## config.mk

```make
export PLATFORM = sky130hd
export DESIGN_NAME = wb_stage
export DESIGN_NICKNAME = d
export VERILOG_FILES = /design/src/rtl/wb_stage.sv
export SDC_FILE = /design/constraint.sdc
export NUM_CORES = 1
export LEC_CHECK = 0
export ABC_AREA = 1
export CORE_UTILIZATION = 40
export CTS_BUF_LIST = sky130_fd_sc_hd__clkbuf_8 sky130_fd_sc_hd__clkbuf_16
export DETAILED_ROUTE_END_ITERATION = 7
export PLACE_DENSITY_LB_ADDON = 0.15
export SKIP_LAST_GASP = 1
export SLEW_MARGIN = 20
export SYNTH_ARGS = -nofsm -noshare
export SYNTH_HDL_FRONTEND = slang
export SYNTH_SLANG_ARGS = --single-unit
```

## constraint.sdc

```tcl
create_clock -name clock -period 2 [get_ports clock]
set_clock_uncertainty 0.2 [all_clocks]
set_input_delay 0.3 -clock clock [delete_from_list [all_inputs] [get_ports clock]]
set_output_delay 0.3 -clock clock [all_outputs]
set_load 0.005 [all_outputs]
```

## src/rtl/wb_stage.sv

```systemverilog
// wb_stage: pipeline write-back stage.
// Commits ALU results one cycle after acceptance. Loads wait in WAIT for
// memory data, bounded by MAX_WAIT cycles; a timeout sets a sticky load_err.
// Optional feature macro: WB_FORWARD_EN adds the fwd_* bypass outputs for
// the decode stage.
module wb_stage #(
  parameter int unsigned MAX_WAIT = 15
) (
  input  logic        clock,
  input  logic        resetn,
  input  logic        in_valid,
  output logic        in_ready,
  input  logic        in_reg_write,
  input  logic [4:0]  in_rd,
  input  logic        in_is_load,
  input  logic [31:0] in_alu_result,
  input  logic        mem_rdata_valid,
  input  logic [31:0] mem_rdata,
  input  logic        flush,
  output logic        reg_write,
  output logic [4:0]  num_write,
  output logic [31:0] data_write,
  output logic        busy,
  output logic        load_err
`ifdef WB_FORWARD_EN
  ,
  output logic        fwd_valid,
  output logic [4:0]  fwd_rd,
  output logic [31:0] fwd_data
`endif
);

  localparam int unsigned RW = 5;
  localparam int unsigned DW = 32;
  localparam int unsigned CW = 8;

  typedef enum logic [0:0] {
    S_IDLE = 1'b0,
    S_WAIT = 1'b1
  } state_e;

  state_e        state_q;
  logic [CW-1:0] cnt_q;
  logic [RW-1:0] rd_q;
  logic          wen_q;
  logic          reg_write_q;
  logic [RW-1:0] num_write_q;
  logic [DW-1:0] data_write_q;
  logic          load_err_q;
  logic          transfer;

  // Handshake: accept only in IDLE, and never while a flush is asserted.
  assign in_ready = (state_q == S_IDLE) & ~flush;
  assign transfer = in_valid & in_ready;

  // FSM, wait counter and registered register-file write port.
  always_ff @(posedge clock or negedge resetn) begin
    if (!resetn) begin
      state_q      <= S_IDLE;
      cnt_q        <= '0;
      rd_q         <= '0;
      wen_q        <= 1'b0;
      reg_write_q  <= 1'b0;
      num_write_q  <= '0;
      data_write_q <= '0;
      load_err_q   <= 1'b0;
    end else begin
      reg_write_q <= 1'b0;
      case (state_q)
        S_IDLE: begin
          if (transfer) begin
            if (in_is_load) begin
              rd_q    <= in_rd;
              wen_q   <= in_reg_write;
              cnt_q   <= '0;
              state_q <= S_WAIT;
            end else if (in_reg_write && (in_rd != '0)) begin
              // Address/data only move on a real commit so they hold otherwise.
              reg_write_q  <= 1'b1;
              num_write_q  <= in_rd;
              data_write_q <= in_alu_result;
            end
          end
        end
        S_WAIT: begin
          if (flush) begin
            state_q <= S_IDLE;
          end else if (mem_rdata_valid) begin
            if (wen_q && (rd_q != '0)) begin
              reg_write_q  <= 1'b1;
              num_write_q  <= rd_q;
              data_write_q <= mem_rdata;
            end
            state_q <= S_IDLE;
          end else if (cnt_q == CW'(MAX_WAIT - 1)) begin
            load_err_q <= 1'b1;
            state_q    <= S_IDLE;
          end else begin
            cnt_q <= cnt_q + CW'(1);
          end
        end
        default: state_q <= S_IDLE;
      endcase
    end
  end

  assign reg_write  = reg_write_q;
  assign num_write  = num_write_q;
  assign data_write = data_write_q;
  assign busy       = (state_q == S_WAIT);
  assign load_err   = load_err_q;

`ifdef WB_FORWARD_EN
  // Bypass view of the write port for the decode stage.
  assign fwd_valid = reg_write_q;
  assign fwd_rd    = num_write_q;
  assign fwd_data  = data_write_q;
`endif

endmodule

```

==> results.json, run 1 <==
{
  "status": "complete, no violations",
  "seq_area_frac_synth_pct": 48.37,
  "fp-row-count": 30,
  "n_antenna_cell": 0,
  "leakage_nw": 2.111,
  "postLayoutSetupSlackWorst_ns": 0.06425,
  "place_ws_ns": -0.04211,
  "vias_per_cell": 4.840,
  "setup_violations": 0,
  "fp.dieArea_sq_um": 7323,
  "start_util_pct": 41.35,
  "grt_max_degree": 55,
  "synth_cells": 389,
  "cp-end-kind": "primary output",
  "syn-num-nets": 467,
  "synth_edf_count": 0,
  "portBuffers": 116,
  "hold_viol_final": 0,
  "vias": 2836,
  "worstPathMaxFanout": 17,
  "cts_tree": "done",
  "route.detailed.drc": 0,
  "dr.pass1.iters": 4,
  "design_area_sq_um": 4213,
  "antenna_found_initial": 0,
  "drtIter0Drc": 154,
  "hpwl_mm": 5.282,
  "clockBufferDepth": 2,
  "power_density_nw_per_um2": 808.1,
  "rsz0062_at_grt": "false",
  "avgRoutedWirePerCell_um": 12.44,
  "grt_pass1_wl_mm": 12.24,
  "core_sq_um": 6756,
  "drive_gt1_share_pct": 5.929,
  "synth_area_sq_um": 2794,
  "clk_latency_ns": 0.31,
  "post-route-min-period_ns": 1.936,
  "required_ns": 1.50,
  "fin_crit_sh_pct": 96.79,
  "ant_nets": 0,
  "wl_mm": 7.287,
  "avgSynthCellArea_sq_um": 7.182,
  "path_clk_slew_ns": 0.09,
  "drv_cap": 0,
  "overflow": 0,
  "cpPeakStageDelay_ns": 0.52,
  "clockRootBuffer": "clkbuf_8",
  "ir_drop_uv": 354.4,
  "fmax_ghz": 0.5166,
  "synth_top_cell_by_area": "dfrtp_1",
  "critPathKind": "reg -> out",
  "place.gp.congestion": 0.8444,
  "nNetsFinal": 583,
  "grt_pass1_vias": 2661,
  "fp.dieW_um": 85.58,
  "slowest_stage": "clkdlybuf4s50_1",
  "slew_headroom_pct": 80.46,
  "grt_usage_pct": 21.06,
  "fp.dieH_um": 85.58,
  "hold_slack_ns": 0.2750,
  "worstMarginPinSlew_ns": 0.2909,
  "synth_seq_cells": 54,
  "hp-class": "reg -> reg",
  "synth_warnings": 0,
  "synth.area.top_cells": "dfrtp_1 48%, nand2_1 28%, nand3_1 9.1%",
  "cp_top_family": "buffers and inverters",
  "cts.htree.levels": 2,
  "arrival_ns": 1.44,
  "cts_buffers": 5,
  "power_mw": 3.404,
  "yosys.area.top_type_share_pct": 48.37,
  "synth_common_cells": "206 x nand2_1, 54 x dfrtp_1, 51 x nand3_1",
  "ys_types": 20,
  "clock-sinks": 54,
  "io_pins": 117,
  "async_flop_share_pct": 100.0,
  "synthFlopType": "dfrtp_1",
  "worstPathBufferInverterCount": 2,
  "slew_viol_final": 0,
  "area_growth_syn_to_layout_pct": 50.78,
  "synth_most_common_cell": "nand2_1",
  "start_kind": "flop",
  "path_cells": "buf_6, clkdlybuf4s50_1",
  "placed_area_sq_um": 4038
}
-- kinds of logic (layout without fill, tap and decap cells) --
group / count (synthesis) / count (layout) / synth area share, %
AND/OR/NAND/NOR: 274 / 274 / 40.04
AO/OA/AOI/OAI: 18 / 18 / 3.449
XOR/XNOR: 2 / 2 / 0.6271
buffers and inverters: 39 / 156 / 6.628
flip-flops: 54 / 54 / 48.37
adder cells (fa/ha/maj): 2 / 2 / 0.8955
-- final timing paths --
kind	startpoint	to	slack, ns	cells after the start
max	busy	busy	0.06	2
min	load_err	load_err	0.27	1
max reg2reg	cnt_q[0]	cnt_q[0]	0.19	8
min reg2reg	load_err	load_err	0.27	1
max in group asynchronous	resetn	busy	1.05	3
min in group asynchronous	resetn	reg_write	0.31	3
-- power breakdown --
| group | switching, mW | internal, mW |
|---|---|---|
| Clock | 0.360 | 0.534 |
| Sequential | 0.139 | 1.33 |
| Combinational | 0.389 | 0.652 |
| Total | 0.888 | 2.52 |
-- routing by layer --
| metal | up-vias | track usage [%] | share of wire [%] |
|---|---|---|---|
| met5 | - | 0 | 0 |
| met4 | 0 | 6.061 | 1.0 |
| met3 | 7 | 4.042 | 7.1 |
| met2 | 88 | 36.22 | 47 |
| met1 | 1288 | 27.16 | 44 |
| li1 | 1453 | - | - |
-- layout make-up --
cell class                 instances  area (sq um)
clock buffer                       6         82.58
multi-input combinational        296          1260
fill                             632          2544
inverter                          16         62.56
timing repair buffer             132          1295
clock inverter                     2         60.06
tap                               80         100.1
sequential                        54          1353
-- flip-flops by register name (all words and copies together) (netlist names) --
register / flops
rd_q: 5
wen_q: 1
cnt_q: 8
data_write: 32
num_write: 5
busy: 1
load_err: 1
reg_write: 1
-- repair_timing --
item,4_1_cts,5_1_grt
buffers inserted,0,2
endpoints found under the hold margin,54,0
gates resized for setup,2,1
cloned,0,0
endpoints found under the setup margin,1,5
hold buffers,1,0
-- through the flow --
| step | utilization, % | instances | setup TNS, ns |
|---|---|---|---|
| floorplan | - | 389 | 0 |
| global placement | 59.76 | 575 | -0.01712 |
| detailed placement | 59.76 | 575 | -0.08005 |
| CTS | 62.09 | 584 | 0 |
| global route | 62.35 | 586 | 0 |
| finish | 62.35 | 586 | 0 |
-- placed cells by master (no fill, tap or decap) --
| cell type | Yosys | layout |
|---|---|---|
| a31o_2 | 1 | 1 |
| buf_12 | 0 | 1 |
| buf_2 | 11 | 1 |
| buf_4 | 2 | 13 |
| buf_6 | 2 | 1 |
| bufinv_16 | 0 | 2 |
| clkbuf_8 | 0 | 6 |
| clkdlybuf4s50_1 | 0 | 115 |
| dfrtp_1 | 54 | 53 |
| dfrtp_2 | 0 | 1 |
| dlygate4sd3_1 | 0 | 1 |
| ha_1 | 2 | 2 |
| inv_1 | 15 | 15 |
| inv_4 | 1 | 1 |
| nand2_1 | 206 | 205 |
| nand2_2 | 0 | 1 |
| nand3_1 | 51 | 51 |
| nand4_1 | 3 | 3 |
| nor2_1 | 9 | 9 |
| nor3_1 | 3 | 3 |
| nor3_2 | 1 | 1 |
| nor3b_2 | 1 | 1 |
| o21ai_0 | 16 | 16 |
| o21bai_1 | 1 | 1 |
| xnor2_1 | 1 | 1 |
| xor2_1 | 1 | 1 |
(Power assumes the default switching activity.)
==> inputs of run 2 (changes only) <==
--- a/config.mk
+++ b/config.mk
@@ -6,9 +6,11 @@
 export NUM_CORES = 1
 export LEC_CHECK = 0
 export ABC_AREA = 1
+export CAP_MARGIN = 20
 export CORE_UTILIZATION = 40
 export CTS_BUF_LIST = sky130_fd_sc_hd__clkbuf_8 sky130_fd_sc_hd__clkbuf_16
 export DETAILED_ROUTE_END_ITERATION = 7
+export HOLD_SLACK_MARGIN = 0.02
 export PLACE_DENSITY_LB_ADDON = 0.15
 export SKIP_LAST_GASP = 1
 export SLEW_MARGIN = 20
==> results of run 2 <==
Final layout, timing and power as in run 1 (identical DEF).
==> inputs of run 3 (changes only) <==
--- a/config.mk
+++ b/config.mk
@@ -17,3 +17,4 @@
 export SYNTH_ARGS = -nofsm -noshare
 export SYNTH_HDL_FRONTEND = slang
 export SYNTH_SLANG_ARGS = --single-unit
+export TNS_END_PERCENT = 100
==> results of run 3 <==
Final layout, timing and power as in run 1 (identical DEF).
